### config.mk
export PLATFORM = sky130hd
export DESIGN_NAME = macc_operand_feeder
export DESIGN_NICKNAME = d
export VERILOG_FILES = /design/src/rtl/macc_operand_feeder.sv
export SDC_FILE = /design/constraint.sdc
export NUM_CORES = 1
export LEC_CHECK = 0
export BUFFER_PORTS_ARGS = -buffer_cell sky130_fd_sc_hd__buf_2
export CAP_MARGIN = 20
export CORE_ASPECT_RATIO = 2
export CORE_MARGIN = 1
export CORE_UTILIZATION = 57
export CTS_CLUSTER_DIAMETER = 100
export DETAILED_ROUTE_END_ITERATION = 12
export GPL_TIMING_DRIVEN = 0
export PLACE_DENSITY_LB_ADDON = 0.12
export REMOVE_ABC_BUFFERS = 1
export SYNTH_ARGS = -nofsm -noshare
export SYNTH_HDL_FRONTEND = slang
export SYNTH_SLANG_ARGS = --single-unit
### constraint.sdc
create_clock -name clk -period 5.38 [get_ports clk]
set_input_delay 0.269 -clock clk [delete_from_list [all_inputs] [get_ports clk]]
set_output_delay 0.269 -clock clk [all_outputs]
set_load 0.1 [all_outputs]
### src/rtl/macc_operand_feeder.sv
// Operand feeder for the MACC: FIFO-buffered pairs, registered issue,
// burst framing with acc_clear and a latency-matched burst_done pulse.
module macc_operand_feeder #(
    parameter int A_WIDTH  = 25,
    parameter int B_WIDTH  = 18,
    parameter int DEPTH    = 4,
    parameter int MACC_LAT = 3
) (
    input  logic                       clk,
    input  logic                       rst,
    input  logic                       in_valid,
    output logic                       in_ready,
    input  logic [A_WIDTH-1:0]         in_a,
    input  logic [B_WIDTH-1:0]         in_b,
    input  logic                       in_carry,
    input  logic                       in_last,
    input  logic                       hold,
    output logic [A_WIDTH-1:0]         a_out,
    output logic [B_WIDTH-1:0]         b_out,
    output logic                       carryin_out,
    output logic                       op_valid,
    output logic                       acc_clear,
    output logic                       burst_done,
    output logic [7:0]                 burst_cnt,
    output logic [$clog2(DEPTH):0]     level
);

    localparam int PW = $clog2(DEPTH);
    localparam int LW = PW + 1;
    localparam int FW = $clog2(MACC_LAT + 1);
    localparam int EW = A_WIDTH + B_WIDTH + 2;

    typedef enum logic [1:0] {
        IDLE  = 2'd0,
        RUN   = 2'd1,
        FLUSH = 2'd2
    } state_t;

    state_t state, state_nx;

    logic [EW-1:0] mem [DEPTH];
    logic [PW-1:0] wr_ptr, rd_ptr;
    logic [LW-1:0] cnt;
    logic [FW-1:0] flush_cnt;

    logic push, pop, clear_d, done_d, flush_end;
    logic [EW-1:0] head;
    logic [A_WIDTH-1:0] head_a;
    logic [B_WIDTH-1:0] head_b;
    logic head_carry, head_last;

    assign in_ready = rst && (cnt != LW'(DEPTH));
    assign push     = in_valid && in_ready;
    assign level    = cnt;

    assign head       = mem[rd_ptr];
    assign head_a     = head[EW-1 -: A_WIDTH];
    assign head_b     = head[B_WIDTH+1:2];
    assign head_carry = head[1];
    assign head_last  = head[0];

    assign flush_end = (flush_cnt == FW'(MACC_LAT));

    // Storage holds no reset: emptiness is tracked by the pointers alone.
    always_ff @(posedge clk) begin
        if (push) begin
            mem[wr_ptr] <= {in_a, in_b, in_carry, in_last};
        end
    end

    always_ff @(posedge clk or negedge rst) begin
        if (!rst) begin
            wr_ptr <= '0;
            rd_ptr <= '0;
            cnt    <= '0;
        end else begin
            if (push) wr_ptr <= wr_ptr + 1'b1;
            if (pop)  rd_ptr <= rd_ptr + 1'b1;
            if (push && !pop)      cnt <= cnt + 1'b1;
            else if (pop && !push) cnt <= cnt - 1'b1;
        end
    end

    // FSM: state register
    always_ff @(posedge clk or negedge rst) begin
        if (!rst) state <= IDLE;
        else      state <= state_nx;
    end

    // FSM: next state
    always_comb begin
        state_nx = state;
        unique case (state)
            IDLE: begin
                if (pop) state_nx = head_last ? FLUSH : RUN;
            end
            RUN: begin
                if (pop && head_last) state_nx = FLUSH;
            end
            FLUSH: begin
                if (flush_end) state_nx = IDLE;
            end
            default: state_nx = IDLE;
        endcase
    end

    // FSM: outputs
    always_comb begin
        pop     = 1'b0;
        clear_d = 1'b0;
        done_d  = 1'b0;
        unique case (1'b1)
            (state == IDLE): begin
                pop     = (cnt != '0) && !hold;
                clear_d = pop;
            end
            (state == RUN): begin
                pop = (cnt != '0) && !hold;
            end
            (state == FLUSH): begin
                done_d = flush_end;
            end
            default: begin
                pop = 1'b0;
            end
        endcase
    end

    // flush_cnt is 0 in the cycle the last pair is presented.
    always_ff @(posedge clk or negedge rst) begin
        if (!rst) begin
            flush_cnt <= '0;
        end else if (state == FLUSH && !flush_end) begin
            flush_cnt <= flush_cnt + 1'b1;
        end else begin
            flush_cnt <= '0;
        end
    end

    always_ff @(posedge clk or negedge rst) begin
        if (!rst) begin
            a_out       <= '0;
            b_out       <= '0;
            carryin_out <= 1'b0;
            op_valid    <= 1'b0;
            acc_clear   <= 1'b0;
        end else if (pop) begin
            a_out       <= head_a;
            b_out       <= head_b;
            carryin_out <= head_carry;
            op_valid    <= 1'b1;
            acc_clear   <= clear_d;
        end else begin
            a_out       <= '0;
            b_out       <= '0;
            carryin_out <= 1'b0;
            op_valid    <= 1'b0;
            acc_clear   <= 1'b0;
        end
    end

    always_ff @(posedge clk or negedge rst) begin
        if (!rst) begin
            burst_done <= 1'b0;
            burst_cnt  <= '0;
        end else begin
            burst_done <= done_d;
            if (done_d) burst_cnt <= burst_cnt + 8'd1;
        end
    end

endmodule

==> results.py, run 1 <==
metrics = {
    "power": {
        "p_clk_share_pct": 23.6,
        "total_power_mw": 6.23,
        "netSwitchingPower_mw": 2.38,
        "p_seq_share_pct": 41.1,
        "combPwrFrac_pct": 35.3,
        "p_leak_nw": 4.37,
        "vdd_drop_max_mv": 0.439,
        "sw_frac_of_total_pct": 38.1,
        "intPower_mw": 3.85,
        "power-per-cell-area_nw_per_um2": 570,
    },
    "floorplanning": {
        "die_h_um": 179,
        "row_count": 64,
        "core_area_um2": 15300,
        "start_util_pct": 58.3,
        "die_w_um": 90.4,
        "io_pins": 108,
        "fp.dieArea_um2": 16200,
    },
    "timing": {
        "setup_violations": 0,
        "fin_crit_sh_pct": 49.8,
        "finClkSkew_ns": 0.00997,
        "fmax_mhz": 373,
        "min_period_ns": 2.68,
        "hold_viol": 0,
        "maxSlewHeadroom_pct": 60.4,
        "rsz0062_at_grt": "false",
        "tns_ns": 0,
        "tightest_slew_ns": 0.592,
        "maxSlewViolCount": 0,
    },
    "clocking": {
        "cts_buffers": 21,
        "htree_levels": 1,
        "clkLatencyLatePin_ns": 0.49,
        "clkSinkCount": 246,
        "path_clk_slew_ns": 0.06,
        "clock_path_buffers": 3,
        "cts_tree": "yes",
        "cts_root_buffer": "clkbuf_16",
    },
    "worst_hold_path": {
        "hold_end": "state[0]$_DFFE_PN0P_",
        "min_from": "hold",
        "worst_hold_path_type": "input pin to register",
        "worstHoldPathCells": 3,
    },
    "placed_design": {
        "gp_congestion": 0.682,
        "io_buffer_count": 107,
        "hpwl_mm": 9.32,
        "placedCellCount": 711,
        "dpl_cell_area_um2": 9800,
    },
    "critical_path": {
        "worst_path_largest_cell_delay_ns": 0.67,
        "cp-start-kind": "register",
        "cp_top_family": "simple AND/OR/NAND/NOR gates",
        "rr_endpoint": "level[2]$_DFFE_PN0P_",
        "required_ns": 5.79,
        "cp_max_fo": 37,
        "crit_buf_inv": 2,
        "criticalPathCategory": "register to register",
        "critPathSlowestCell": "or3_2",
        "crit_arrival_ns": 3.09,
        "rrSetupSlack_ns": 2.70,
        "r2r_start": "level[1]$_DFFE_PN0P_",
        "worstRegToRegCells": 9,
        "path_cells": "or3_2 -> buf_12 -> nand2_1 -> ha_1 -> inv_1 -> fa_1 -> xor2_1 -> nor2_1 -> xnor2_1",
        "worst_setup_path_end_kind": "register",
    },
    "logic_synthesis": {
        "ys_ff_latch": 246,
        "yosysSeqAreaShare_pct": 79.2,
        "synthesis.area_um2": 8910,
        "syn_area_per_cell_um2": 21.4,
        "yosysWarnings": 0,
        "yosysUniqueCellTypes": 26,
        "syn_inst": 417,
    },
    "detailed_routing": {
        "first_iter_violations": 181,
        "drt.antenna.violating_nets": 0,
        "drtPass1Iterations": 5,
        "vias": 4424,
        "wl_per_cell_um": 20.1,
        "drc": 0,
        "routed_wl_mm": 15.9,
        "via_per_inst": 5.57,
    },
    "status": {
        "outcome": "finished clean",
    },
    "final_layout": {
        "layout.cells.non_filler": 794,
        "syn_to_final_growth_pct": 22.6,
        "fin_nets": 639,
        "fin_area_um2": 10900,
        "antenna_cells": 0,
        "fin_util_pct": 71.5,
        "drive_gt1_share_pct": 34.2,
    },
    "job": {
        "max_cap_violations": 0,
    },
    "global_routing": {
        "grt_pass1_wl_mm": 24.5,
        "grt_pass1_vias": 4671,
        "grt_max_degree": 56,
        "antenna_found_initial": 0,
        "grt_overflow": 0,
        "grt_use_total_pct": 20.4,
    },
}
## metrics by stage
stage,setup slack [ns],hold WS (ns)
3_5_place_dp,2.70,0.155
5_1_grt,2.53,0.0934
3_3_place_gp,0.751,0.423
6_report,2.70,0.0868
2_1_floorplan,2.35,-0.0266
4_1_cts,2.66,0.0718
## layout by cell type, fill, tap and decap left out, types with 2 or more instances in the layout
cell           Yosys  final
edfxtp_1         180    180
buf_2              6    106
dfrtp_1           66     64
and3_1            46     46
dlygate4sd3_1      0     46
mux4_2            45     45
clkbuf_16          0     21
xnor2_1            8      8
inv_1              7      7
ha_1               7      7
buf_12             0      7
clkinv_2           0      6
nor2_1             6      5
nand3_1            5      5
xor2_1             5      5
nand2_1            4      4
and2_2             0      4
mux2_2             3      3
clkbuf_1          10      3
nor3_1             2      2
clkinv_1           0      2
bufinv_16          0      2
clkbuf_8           0      2
buf_16             0      2
## sequential cells by signal, summed over array words and instances, names as in the netlist
signal       flops
wr_ptr           2
state            2
acc_clear        1
b_out           18
burst_cnt        8
a_out           25
flush_cnt        2
mem            180
carryin_out      1
op_valid         1
burst_done       1
level            3
rd_ptr           2
## tightest hold or removal path, stage by stage
cell and delay [ns]:
buf_2 0.12, inv_1 0.07, a311oi_1 0.07
## cells by family (layout without fill, tap and decap cells)
kind of cell             Yosys count  count (layout)  synth area share (%)
flip-flops                       246             246                  79.2
AND/OR/NAND/NOR                   71              71                  4.66
multiplexers                      48              48                  11.8
buffers and inverters             27             206                  1.56
XOR/XNOR                          13              13                  1.28
adder cells (fa/ha/maj)            8               8                  1.21
AO/OA/AOI/OAI                      4               4                 0.365
## final cells by class
class	instances	area [um2]
sequential	246	7060
fill	973	4370
multi-input combinational	144	1730
timing repair buffer	162	1190
clock buffer	26	564
tap	198	248
clock inverter	11	105
inverter	7	26.3
## cells in the mapped netlist (all sizes together)
master  number  area share, %
or3          1          0.070
a21oi        1          0.056
nor3         2           0.11
nand4        1          0.070
mux4        45             11
edfxtp     180             61
nand2        4           0.17
and4b        1           0.11
o31a         1          0.098
nand3b       1          0.084
o311a        1           0.11
fa           1           0.22
nor2         6           0.25
dfrtp       66             19
mux2         3           0.38
xor2         5           0.49
xnor2        8           0.79
inv          7           0.29
clkbuf      10           0.42
a311oi       1          0.098
nand3        5           0.28
ha           7           0.98
buf         10           0.84
and3        46            3.2
and2         4           0.28
## power by group through the flow
stage,sequential [mW],clock [mW],combinational [mW]
CTS,2.57,1.50,2.22
global placement,2.70,0,2.03
detailed placement,2.61,0,2.19
finish,2.56,1.47,2.20
floorplan,3.64,0,0.651
global route,2.60,1.56,2.30
## worst max-delay path by stage
| stage | startpoint | slack [ns] | cells after the start | end |
|---|---|---|---|---|
| after floorplan | level[0]$_DFFE_PN0P_ | 2.35 | 6 | level[1]$_DFFE_PN0P_ |
| after global placement | state[1]$_DFFE_PN0P_ | 0.75 | 6 | level[1]$_DFFE_PN0P_ |
| after detailed placement | level[0]$_DFFE_PN0P_ | 2.70 | 9 | level[2]$_DFFE_PN0P_ |
| after CTS | level[1]$_DFFE_PN0P_ | 2.66 | 9 | level[2]$_DFFE_PN0P_ |
| after global routing | level[1]$_DFFE_PN0P_ | 2.53 | 9 | level[2]$_DFFE_PN0P_ |
| final | level[1]$_DFFE_PN0P_ | 2.70 | 9 | level[2]$_DFFE_PN0P_ |
## metal layers
metal,routed length (um),GRT usage (%)
met1,5730,23.6
met2,9160,39.0
met3,764,2.80
met4,275,6.38
met5,0,0
## timing repair
item	4_1_cts	5_1_grt
endpoints found under the hold margin	246	0
setup buffers	0	0
hold buffers	46	0
resized for setup	0	0
(Power assumes the default switching activity.)
==> run 2: changes to the inputs <==
- ABC_AREA: default -> 1
- CORE_UTILIZATION: 57 -> 52
- clock period: 5.38 -> 2.2 ns (I/O delays scaled with it)
==> run 2 against run 1 <==
- the run now ends with hold timing left
- global-route usage is 2.5 points higher
- worst setup slack worse by 2.5 ns
- non-clock buffer count increased by 7
- flip-flop and latch count unchanged
- largest power group is now combinational logic
- highest routed layer unchanged
==> results.py, run 2 <==
metrics = {
    "status": {
        "outcome": "finished, violations left",
        "violations": "hold timing",
    },
    "placed_design": {
        "hpwl_mm": 11.1,
        "gp_congestion": 0.667,
        "placedCellCount": 990,
        "io_buffer_count": 107,
        "place_ws_ns": -0.539,
    },
    "detailed_routing": {
        "drc": 0,
        "drtPass1Iterations": 5,
        "first_iter_violations": 254,
        "vias": 5877,
        "routed_wl_mm": 19.9,
        "wl_per_cell_um": 18.4,
        "drt.antenna.violating_nets": 0,
        "via_per_inst": 5.42,
    },
    "final_layout": {
        "layout_commonest_cell": "nor2_1",
        "drive_gt1_share_pct": 19.3,
        "top_register": "mem",
        "final_cell_mix": "nor2_1, edfxtp_1, buf_2, o21ai_0, dfrtp_1",
        "fin_util_pct": 65.5,
        "antenna_cells": 0,
        "largest_reg_flops": 180,
        "top_regs": "mem x180, a_out x25, b_out x18",
        "layout.cells.non_filler": 1084,
        "fin_nets": 915,
        "syn_to_final_growth_pct": 23.3,
    },
    "floorplanning": {
        "io_pins": 108,
        "fp.dieArea_um2": 18200,
        "die_h_um": 190,
        "start_util_pct": 53.1,
        "row_count": 68,
        "die_w_um": 95.9,
        "core_area_um2": 17300,
    },
    "power": {
        "p_leak_nw": 4.53,
        "power-per-cell-area_nw_per_um2": 1450,
        "vdd_drop_max_mv": 1.11,
    },
    "logic_synthesis": {
        "syn_inst": 696,
        "synth-edff-count": 180,
        "synth-simple-area-share_pct": 9.74,
        "yosysTopAreaCell": "edfxtp_1",
        "synth-xor-area-share_pct": 0.860,
        "synth_area_leaders": "edfxtp_1, dfrtp_1, nor2_1, o21ai_0, a21oi_1",
        "ys.flop_type": "edfxtp_1",
        "synthAdderAreaFrac_pct": 1.17,
        "synth_top_area_share_pct": 59.0,
        "synthTopCellsByCount": "nor2_1, edfxtp_1, o21ai_0",
        "ys_async_sr_fraction_pct": 26.8,
        "synth.most_common_cell": "nor2_1",
        "syn_area_per_cell_um2": 13.2,
        "synthesis.area_um2": 9170,
        "synth_compound_gate_area_share_pct": 7.61,
        "synth_top_family_by_area": "simple AND/OR/NAND/NOR gates",
        "yosysUniqueCellTypes": 26,
        "ys_ff_latch": 246,
        "yosysSeqAreaShare_pct": 77.0,
        "yosysWarnings": 0,
        "synth.area.mux_share_pct": 0.123,
    },
    "critical_path": {
        "cp-start-kind": "register",
        "cp_max_fo": 22,
        "worstRegToRegCells": 6,
        "rr_endpoint": "mem[0][14]$_DFFE_PP_",
        "r2r_start": "level[0]$_DFFE_PN0P_",
        "rrSetupSlack_ns": 0.19,
        "criticalPathCategory": "register to register",
        "crit_arrival_ns": 2.20,
        "worst_setup_path_end_kind": "register",
        "required_ns": 2.39,
    },
    "timing": {
        "maxSlewHeadroom_pct": 48.3,
        "min_period_ns": 2.01,
        "maxSlewViolCount": 0,
        "final.setup.worst_slack_ns": 0.188,
        "hold_viol": 1,
        "finClkSkew_ns": 0.0119,
        "setup_violations": 0,
        "tns_ns": 0,
        "rsz0062_at_grt": "false",
        "hold_ws_ns": -0.0145,
        "fmax_mhz": 497,
        "fin_crit_sh_pct": 91.5,
        "tightest_slew_ns": 0.775,
    },
    "clocking": {
        "cts_root_buffer": "clkbuf_16",
        "clock_path_buffers": 3,
        "clkLatencyLatePin_ns": 0.50,
        "htree_levels": 1,
        "clkSinkCount": 246,
        "cts_buffers": 22,
        "cts_tree": "yes",
        "path_clk_slew_ns": 0.06,
    },
    "global_routing": {
        "grt_pass1_vias": 5996,
        "grt_overflow": 0,
        "grt_pass1_wl_mm": 30.8,
        "grt_use_total_pct": 22.9,
        "antenna_found_initial": 0,
        "grt_max_degree": 60,
    },
    "worst_hold_path": {
        "hold_end": "wr_ptr[1]$_DFFE_PN0P_",
        "min_from": "in_valid",
        "worst_hold_path_type": "input pin to register",
        "worstHoldPathCells": 4,
    },
    "job": {
        "max_cap_violations": 0,
    },
}
[run 2: metal layers]
layer  wire length (um)  part of all wire [%]  global-route usage [%]
met3                901                   4.5                    3.20
met5                  0                     0                       0
met2              10800                    54                    41.5
met1               7750                    39                    27.2
met4                469                   2.4                    7.81
[run 2: critical path: stages (launching register included)]
cell      delay [ns]
dfrtp_1         0.43
nor2_1          0.09
a21boi_2        0.19
nand2_4         0.11
buf_4           0.18
nor2_4          0.42
buf_12          0.25
[run 2: repair_timing]
action,CTS,global route
hold endpoints to repair,246,0
hold buffers,48,0
endpoints found under the setup margin,48,53
buffers inserted,1,2
cloned,3,0
resized for setup,2,6
pin swaps,3,1
[run 2: final cells by class]
cell class                 instances  area (um2)
fill                            1257        5970
tap                              210         263
multi-input combinational        392        1860
clock inverter                     3        13.8
inverter                          27         106
clock buffer                      37         699
sequential                       246        7060
timing repair buffer             169        1300
[run 2: how the worst max path moves through the flow]
stage | startpoint | endpoint | slack (ns) | depth (start not counted)
final | level[0]$_DFFE_PN0P_ | mem[0][14]$_DFFE_PP_ | 0.19 | 6
after global routing | level[1]$_DFFE_PN0P_ | level[2]$_DFFE_PN0P_ | 0.03 | 10
after CTS | rd_ptr[1]$_DFFE_PN0P_ | state[0]$_DFFE_PN0P_ | 0.002 | 6
after detailed placement | level[0]$_DFFE_PN0P_ | level[1]$_DFFE_PN0P_ | -0.54 | 7
after global placement | rst | mem[3][14]$_DFFE_PP_ | -3.82 | 4
after floorplan | level[1]$_DFFE_PN0P_ | mem[0][0]$_DFFE_PP_ | -3.29 | 4
[run 2: logic make-up (layout without fill, tap and decap cells)]
logic type / Yosys count / count (layout)
AO/OA/AOI/OAI: 139 / 139
XOR/XNOR: 9 / 9
adder cells (fa/ha/maj): 8 / 8
buffers and inverters: 61 / 236
flip-flops: 246 / 246
multiplexers: 1 / 1
AND/OR/NAND/NOR: 232 / 235
[run 2: report_power, final]
group / switching, mW / total (mW) / internal, mW
Combinational: 5.08 / 6.44 / 1.35
Sequential: 0.446 / 6.24 / 5.80
Clock: 1.58 / 3.75 / 2.16
Total: 7.11 / 16.4 / 9.31
[run 2: through the flow]
step                      power, mW  instance area, um2
final                          16.4               11300
after global routing           17.2               11300
after CTS                      16.5               11300
after detailed placement       12.6               10000
after global placement         12.1                9750
after floorplan                10.9                8950
